--- src/rtl/data_mem_bridge.sv ---
// Registered bridge from the data memory controller to a strobe/ack memory bus.
// One outstanding request; completes with a single Ready pulse or a timeout error.
module data_mem_bridge #(
  parameter int TIMEOUT   = 1023,
  parameter int CNT_WIDTH = 10
) (
  input  logic        clock,
  input  logic        reset,
  input  logic [31:0] Address,
  input  logic        ReadEnable,
  input  logic [3:0]  WriteEnable,
  input  logic [31:0] MWriteData,
  output logic [31:0] MReadData,
  output logic        DataMem_Ready,
  output logic        Bus_Error,
  output logic [29:0] Mem_Address,
  output logic [31:0] Mem_WriteData,
  output logic [3:0]  Mem_ByteSel,
  output logic        Mem_We,
  output logic        Mem_Stb,
  input  logic        Mem_Ack,
  input  logic [31:0] Mem_ReadData
);

  typedef enum logic [1:0] {
    S_IDLE,
    S_BUS,
    S_RESP,
    S_HOLD
  } state_t;

  localparam logic [CNT_WIDTH-1:0] TERM =
    CNT_WIDTH'(TIMEOUT - 1);

  state_t               r_state;
  state_t               w_next;
  logic [CNT_WIDTH-1:0] r_cnt;
  logic [31:0]          r_rdata;
  logic                 r_ready;
  logic                 r_err;
  logic [29:0]          r_addr;
  logic [31:0]          r_wdata;
  logic [3:0]           r_bsel;
  logic                 r_we;
  logic                 r_stb;
  logic                 w_req;
  logic                 w_wr;
  logic                 w_term;
  logic                 w_unused;

  assign w_wr     = |WriteEnable;
  assign w_req    = ReadEnable | w_wr;
  assign w_term   = (TIMEOUT != 0) && (r_cnt == TERM);
  assign w_unused = &{1'b0, Address[1:0]};

  always_ff @(posedge clock or negedge reset) begin
    if (!reset) r_state <= S_IDLE;
    else        r_state <= w_next;
  end

  always_comb begin
    w_next = r_state;
    unique case (r_state)
      S_IDLE: if (w_req) w_next = S_BUS;
      S_BUS:  if (Mem_Ack || w_term) w_next = S_RESP;
      S_RESP: w_next = S_HOLD;
      S_HOLD: if (!w_req) w_next = S_IDLE;
      default: w_next = S_IDLE;
    endcase
  end

  always_ff @(posedge clock or negedge reset) begin
    if (!reset) begin
      r_cnt   <= '0;
      r_rdata <= '0;
      r_ready <= 1'b0;
      r_err   <= 1'b0;
      r_addr  <= '0;
      r_wdata <= '0;
      r_bsel  <= '0;
      r_we    <= 1'b0;
      r_stb   <= 1'b0;
    end else begin
      r_ready <= 1'b0;
      r_err   <= 1'b0;
      unique case (r_state)
        S_IDLE: begin
          if (w_req) begin
            r_addr  <= Address[31:2];
            r_wdata <= MWriteData;
            r_we    <= w_wr;
            r_bsel  <= w_wr ? WriteEnable : 4'hF;
            r_stb   <= 1'b1;
            r_cnt   <= '0;
          end
        end
        S_BUS: begin
          // ack beats the terminal count when both land together
          if (Mem_Ack) begin
            if (!r_we) r_rdata <= Mem_ReadData;
            r_stb   <= 1'b0;
            r_ready <= 1'b1;
          end else if (w_term) begin
            r_rdata <= '0;
            r_stb   <= 1'b0;
            r_ready <= 1'b1;
            r_err   <= 1'b1;
          end else if (r_cnt != '1) begin
            r_cnt <= r_cnt + 1'b1;
          end
        end
        default: ;
      endcase
    end
  end

  assign MReadData     = r_rdata;
  assign DataMem_Ready = r_ready;
  assign Bus_Error     = r_err;
  assign Mem_Address   = r_addr;
  assign Mem_WriteData = r_wdata;
  assign Mem_ByteSel   = r_bsel;
  assign Mem_We        = r_we;
  assign Mem_Stb       = r_stb;

endmodule

--- config.mk ---
export PLATFORM = sky130hd
export DESIGN_NAME = data_mem_bridge
export DESIGN_NICKNAME = d
export VERILOG_FILES = /design/src/rtl/data_mem_bridge.sv
export SDC_FILE = /design/constraint.sdc
export NUM_CORES = 1
export LEC_CHECK = 0
export CAP_MARGIN = 20
export CORE_MARGIN = 1
export CORE_UTILIZATION = 45
export DETAILED_ROUTE_END_ITERATION = 8
export PLACE_DENSITY = 0.86
export SYNTH_ARGS = -nofsm -noshare
export SYNTH_HDL_FRONTEND = slang
export SYNTH_SLANG_ARGS = --single-unit
--- constraint.sdc ---
create_clock -name clock -period 5 [get_ports clock]
set_clock_uncertainty 0.15 [all_clocks]
set_input_delay 1 -clock clock [delete_from_list [all_inputs] [get_ports clock]]
set_output_delay 1 -clock clock [all_outputs]
set_load 0.1 [all_outputs]
# [After elaboration in Yosys (flattened, before gate mapping)]
# Cells that the tools add are included.
[op_classes] addsub=1 eq_ne=13 mux=22 bitwise_logic=1 n_reduce_logical=10
[ops] cell="$mux W32" n=3
[ops] cell="$mux W10" n=4
[ops] cell="$pmux W10 S2" n=1
[ops] cell="$ne A2 B2 Y1 const B" n=7
[ops] cell="$add A10 B1 Y10 const B" n=1
[ops] cell="$eq A10 B10 Y1 const B" n=1
[ops] cell="$ne A10 B10 Y1 const B" n=1
[ops] cell="$reduce_and A3 Y1" n=3
[ops] cell="$mux W1" n=8
[ops] cell="$pmux W2 S4" n=1
[ops] cell="$mux W2" n=3
[ops] cell="$reduce_and A5 Y1" n=1
[ops] cell="$eq A2 B2 Y1 const B" n=2
[ops] cell="$mux W4" n=1
[ops] cell="$reduce_bool A2 Y1" n=2
[ops] cell="$reduce_or A4 Y1" n=1
[ops] cell="$ne A3 B3 Y1 const B" n=1
[ops] cell="$eq A2 B1 Y1 const B" n=1
[ops] cell="$logic_not A2 Y1" n=1
[ops] cell="$pmux W1 S2" n=1
[ops] cell="$reduce_and A2 Y1" n=1
[ops] cell="$logic_or A1 B1 Y1" n=1
[ops] cell="$or A1 B1 Y1" n=1
[totals] regBits=114

# [Depth between registers and ports, before layout]
# Gate-level depths: netlist (run 1).
[depth] word_depth=5 mapped_depth=9 ltp_nobuf=7

# [Least setup slack after synthesis (run 1)]
# No wires, ideal clock.
[synth_timing] kind="in2reg" start="in WriteEnable[0]" end="reg r_state[1]" setup_ns=0.128 arrival_ns=2.394 t_required_ns=4.722 path_slack_ns=2.328 stages=4 path_buffers=0 path_cell_list="or4_4 -> or2_1 -> a221o_1 -> mux2_1"
[synth_between] elab_chain_cells=4 elab_cells_between_ends=5 classes_between="eq/ne (2); bitwise (1); reduce/logical (2)"
[synth_lines] element="start, declared" line_no="11" text="input logic [3:0] WriteEnable,"
[synth_lines] element="$reduce_or A4 Y1 *" line_no="51" text="assign w_wr = |WriteEnable;"
[synth_lines] element="$or A1 B1 Y1 *" line_no="52" text="assign w_req = ReadEnable | w_wr;"
[synth_lines] element="$ne A2 B2 Y1 (no line)"
[synth_lines] element="$reduce_and A3 Y1 (no line) *"
[synth_lines] element="end signal, assigned" line_no="58" text="else r_state <= w_next;"
[synth_lines] element="end, declared" line_no="35" text="state_t r_state;"
# Every way passes the cells marked *; elsewhere a longest branch is shown, timed or not.
# A chain may end at the register's enable or synchronous reset.

# [Final worst setup path (run 1)]
[layout_timing] start="reg r_we, in the netlist Mem_We" end="out Mem_We"
[layout_lines] element="start, declared" line_no="44" text="logic r_we;"
[layout_lines] element="start signal, assigned" line_no="91" text="r_we <= w_wr;"
[layout_lines] element="end, declared" line_no="19" text="output logic Mem_We,"
# No word-level cell between the ends.

==> impl_metrics.toml, run 1 <==
[status]
status = "completed"

[logic_synthesis]
seq_area_frac_synth = 0.620
syn-instance-count = 455
netlist_area_um2 = 4600
ys_types = 36
post-synth-top-area-cell = "dfrtp_1"
ys_seq_elements = 114
synth_edf_count = 0
synth_flop_cell = "dfrtp_1"
synth_nets = 566
yosysWarnings = 0
synth_area_per_cell_um2 = 10.1
synth_area_leaders = "dfrtp_1 62%, nand2_1 17%, a22o_1 6.3%"
postSynth.asyncResetShare = 1.00
synth_top_area_share = 0.620

[floorplan]
core_area_um2 = 9820
die_width_um = 103
die_area_um2 = 10600
initial_core_util = 0.469
die_h_um = 103
row_count = 36
io_pins = 206

[setup_path]
path_buf_inv = 1
crit_family = "buffers and inverters"
slowest_delay_ps = 1190
worstPathArrival_ps = 2140
critPathRequiredTime_ps = 3850
start_kind = "flip-flop"
critPathKind = "reg2out"
worstPathMaxFanout = 3
cp_cell_sequence = "clkdlybuf4s50_1"
cp-end-kind = "output port"
cp_slowest_cell = "clkdlybuf4s50_1"

[cells_and_area]
nets = 770
n_fill_cell = 652
diodes = 0
drive_gt1_frac = 0.0656
area_growth_pct = 60.0
utilization = 0.749

[route]
finalWirelength_mm = 12.7
drt_pass1_iterations = 4
ant_nets = 0
drc = 0
vias_per_cell = 4.97
drtIter0Drc = 166
vias = 3996
wl_per_cell_um = 15.9

[clock_tree]
post_cts_buffers = 0
cts-root-buf = "clkbuf_8"
clock_latency_ps = 510
cts_buffer_depth = 2
htree_levels = 4
clock_sink_count = 114
cts_tree = "yes"
clkTransAtPathRegs_ps = 50
hold_buffers = 0
numCtsBuffers = 17
cts-resized-gates = 0

[timing]
drv_slew = 0
fin_crit_sh = 0.658
max_slew.worst_pin.slew_ps = 1020
rsz0062_at_grt = "false"
fmax_mhz = 304
setup_tns_ps = 0
hold_viol_final = 0
hold_ws_ps = 195
layout_min_cycle_time_ps = 3290
relSlewSlack = 0.315
setup_viol = 0

[min_path]
hold_path.class = "in2async"

[global_routing]
grt_max_degree = 68
grt-ovfl-total = 0
grtUsageTotal = 0.245
grt_first_pass_wirelength_mm = 19.3
grt_pass1_vias = 3989
antenna_found_initial = 0

[placement]
io_buffers = 203
place.gp.congestion = 0.863
hpwlAfterDp_mm = 8.49

[job]
maxCapViolations = 0
sequential cells by signal, indices dropped and copies added (netlist names):
name	flops
Mem_ByteSel	4
Mem_Stb	1
Bus_Error	1
Mem_We	1
Mem_WriteData	32
MReadData	32
DataMem_Ready	1
r_cnt	10
r_state	2
Mem_Address	30
worst register-to-register path, cell delays in order (launching register included):
cell and delay, ps:
dfrtp_1 410, inv_1 110, ha_1 650, nor2_1 150, or3_1 600, or4b_1 580
nand3_1 100
cells in the final DEF (no fill, tap or decap), drive strengths merged, types with 4 or more instances in the layout:
| master | count |
|---|---|
| ha | 7 |
| nand3 | 9 |
| o21ai | 4 |
| nor2 | 9 |
| buf | 7 |
| clkdlybuf4s50 | 202 |
| o22a | 4 |
| clkbuf | 20 |
| a21oi | 5 |
| inv | 4 |
| a22o | 33 |
| bufinv | 4 |
| nand2 | 204 |
| clkinv | 5 |
| dfrtp | 114 |
| nor3 | 5 |
final timing paths:
| check | startpoint | endpoint | slack [ps] | depth (start not counted) |
|---|---|---|---|---|
| max | Mem_We | Mem_We | 1710 | 1 |
| min | reset | Mem_Address[5] | 200 | 1 |
| max reg2reg | r_state[1] | r_cnt[6] | 2200 | 6 |
| min reg2reg | Mem_WriteData[11] | Mem_WriteData[11] | 320 | 2 |
| max in group asynchronous | reset | Mem_Address[2] | 3520 | 2 |
| min in group clock | Mem_WriteData[11] | Mem_WriteData[11] | 320 | 2 |
per-stage QoR:
stage	setup WS (ps)	std cells	cell area, um2
final	1710	804	7360
after CTS	1690	801	7300
after global routing	1660	804	7360
after floorplan	2330	455	4600
after global placement	1470	770	6690
after detailed placement	1400	770	6690
cell families (layout without fill, tap and decap cells):
| logic type | count (synthesis) | after routing | share of synthesized area |
|---|---|---|---|
| simple gates | 249 | 249 | 0.227 |
| buf+inv | 28 | 244 | 0.0329 |
| flops | 114 | 114 | 0.620 |
| compound gates | 56 | 56 | 0.0982 |
| fa+ha+maj | 7 | 7 | 0.0190 |
| mux | 1 | 1 | 0.00245 |
cell type report:
| cell class | instances | area (um2) | share of cell area |
|---|---|---|---|
| clock buffers | 20 | 445 | 0.0605 |
| clock inverters | 11 | 160 | 0.0218 |
| inverters | 4 | 15.0 | 0.00204 |
| multi-input cells | 313 | 1610 | 0.218 |
| flip-flops and latches | 114 | 2850 | 0.388 |
| well taps | 133 | 166 | 0.0226 |
| repair buffers | 209 | 2110 | 0.287 |
routing by layer:
| metal | up-vias | GRT usage | wire, um |
|---|---|---|---|
| li1 | 1912 | - | - |
| met1 | 1907 | 0.297 | 5080 |
| met2 | 150 | 0.406 | 6440 |
| met3 | 27 | 0.0705 | 966 |
| met4 | 0 | 0.109 | 262 |
| met5 | - | 0 | 0 |
synth_stat cells (4+ instances only):
cell type,count
nor2_1,9
a21oi_1,5
nand2_1,204
nand3_1,9
buf_2,10
clkbuf_1,9
a22o_1,33
dfrtp_1,114
nor3_1,5
inv_1,4
buf_6,4
o22a_1,4
ha_1,7
Power of run 1 is not shown: default switching activity piles up to over one toggle a cycle in this logic, so the estimate is an artifact.
==> inputs of run 2 (changes only) <==
--- a/config.mk
+++ b/config.mk
@@ -7,9 +7,9 @@
 export LEC_CHECK = 0
 export CAP_MARGIN = 20
 export CORE_MARGIN = 1
-export CORE_UTILIZATION = 45
+export CORE_UTILIZATION = 42
 export DETAILED_ROUTE_END_ITERATION = 8
-export PLACE_DENSITY = 0.86
+export PLACE_DENSITY = 0.81
 export SYNTH_ARGS = -nofsm -noshare
 export SYNTH_HDL_FRONTEND = slang
 export SYNTH_SLANG_ARGS = --single-unit
==> constraint.sdc (replaced) <==
create_clock -name clock -period 3.5 [get_ports clock]
set_clock_uncertainty 0.15 [all_clocks]
set_input_delay 0.7 -clock clock [delete_from_list [all_inputs] [get_ports clock]]
set_output_delay 0.7 -clock clock [all_outputs]
set_load 0.1 [all_outputs]
==> run 2 against run 1 <==
  * Non-clock buffer count is 3 higher
  * Via count down 1.6%
  * First-iteration DRC count increased by 17%
  * Die area rose by 7.0%
  * Worst hold slack worse by 74 ps
  * Clock-buffer cell count stayed put
  * Global-route usage fell by 3.1 points
  * Utilization fell by 7.0 points
  * Setup slack worse by 770 ps
==> impl_metrics.toml, run 2 (synthesis gave the netlist of run 1 again) <==
[clock_tree]
post_cts_buffers = 0
cts-root-buf = "clkbuf_8"
clock_sink_count = 114
numCtsBuffers = 17
hold_buffers = 0
clock_latency_ps = 510
cts-resized-gates = 0
cts_buffer_depth = 2
clkTransAtPathRegs_ps = 60
cts_tree = "yes"
htree_levels = 4

[floorplan]
core_area_um2 = 10500
die_h_um = 107
io_pins = 206
die_area_um2 = 11400
initial_core_util = 0.440
die_width_um = 107
row_count = 37

[setup_path]
worstPathArrival_ps = 2810
cp-end-kind = "flip-flop"
r2r_slack_ps = 1040
crit-reg2reg-capture = "r_cnt[6]"
r2r_cells = 8
critPathRequiredTime_ps = 3740
worstPathMaxFanout = 15
critPathKind = "in2reg"
start_kind = "input port"
r2r_start = "r_state[1]"

[global_routing]
grt_pass1_vias = 3826
grt_max_degree = 64
antenna_found_initial = 0
gr-usage-met2 = 0.365
grt_first_pass_wirelength_mm = 18.7
grt-busiest-layer = "met2"
grt_util_met1 = 0.258
use_met3 = 0.0711
grtUsageTotal = 0.213
grt-ovfl-total = 0

[min_path]
hold_path.class = "in2async"

[timing]
hold_viol_final = 0
setup_viol = 0
fin_crit_sh = 0.732
max_slew.worst_pin.slew_ps = 783
fmax_mhz = 390
drv_slew = 0
relSlewSlack = 0.478
layout_min_cycle_time_ps = 2560
rsz0062_at_grt = "false"
setup_tns_ps = 0

[placement]
place.gp.congestion = 0.805
io_buffers = 203
hpwlAfterDp_mm = 8.61

[route]
finalWirelength_mm = 11.9
ant_nets = 0
vias_per_cell = 4.85
drtIter0Drc = 195
drt_pass1_iterations = 5
drc = 0
vias = 3932
wl_per_cell_um = 14.7

[cells_and_area]
nets = 773
layout_common_cells = "203 x nand2_1, 114 x dfrtp_1, 109 x buf_4, 100 x clkdlybuf4s50_1, 33 x a22o_1"
diodes = 0
drive_gt1_frac = 0.224
final_common_cell = "nand2_1"
area_growth_pct = 54.6

[status]
status = "completed"

[job]
maxCapViolations = 0
[run 2: area by class of cell]
type | instances | area [um2]
multi-input cells | 313 | 1610
repair buffers | 212 | 1880
inverters | 4 | 15.0
clock buffers | 20 | 455
well taps | 136 | 170
clock inverters | 12 | 133
flip-flops and latches | 114 | 2850
fillers | 804 | 3350
[run 2: worst max-delay path by stage]
stage	end	from	cells after the start
final	r_cnt[8]	WriteEnable[0]	6
after detailed placement	r_cnt[8]	WriteEnable[0]	6
after floorplan	r_state[1]	WriteEnable[0]	4
after global placement	r_cnt[8]	WriteEnable[0]	6
after global routing	r_cnt[8]	WriteEnable[0]	6
after CTS	r_cnt[8]	WriteEnable[0]	6
[run 2: metrics by stage]
step	hold slack (ps)	area [um2]	util	instances	setup WS [ps]
final	121	7110	0.680	811	937
after global routing	173	7110	0.680	811	797
after CTS	143	7110	0.680	811	952
after detailed placement	313	6520	0.623	779	409
after global placement	311	6520	0.623	779	479
after floorplan	254	4600	-	455	1130
[run 2: critical path: stages]
cell and delay, ps:
clkdlybuf4s50_1 440, or4_4 570, nor3b_2 290, or3_1 460, nor4b_1 110, a211o_1 240
[run 2: routing by layer]
layer,vias to the layer above,share of wire,routed length (um)
met5,-,0,0
met4,0,0.0099,118
met3,11,0.076,907
met2,162,0.50,5920
met1,1841,0.42,4980
li1,1918,-,-
Power of run 2 is left out for the same reason.
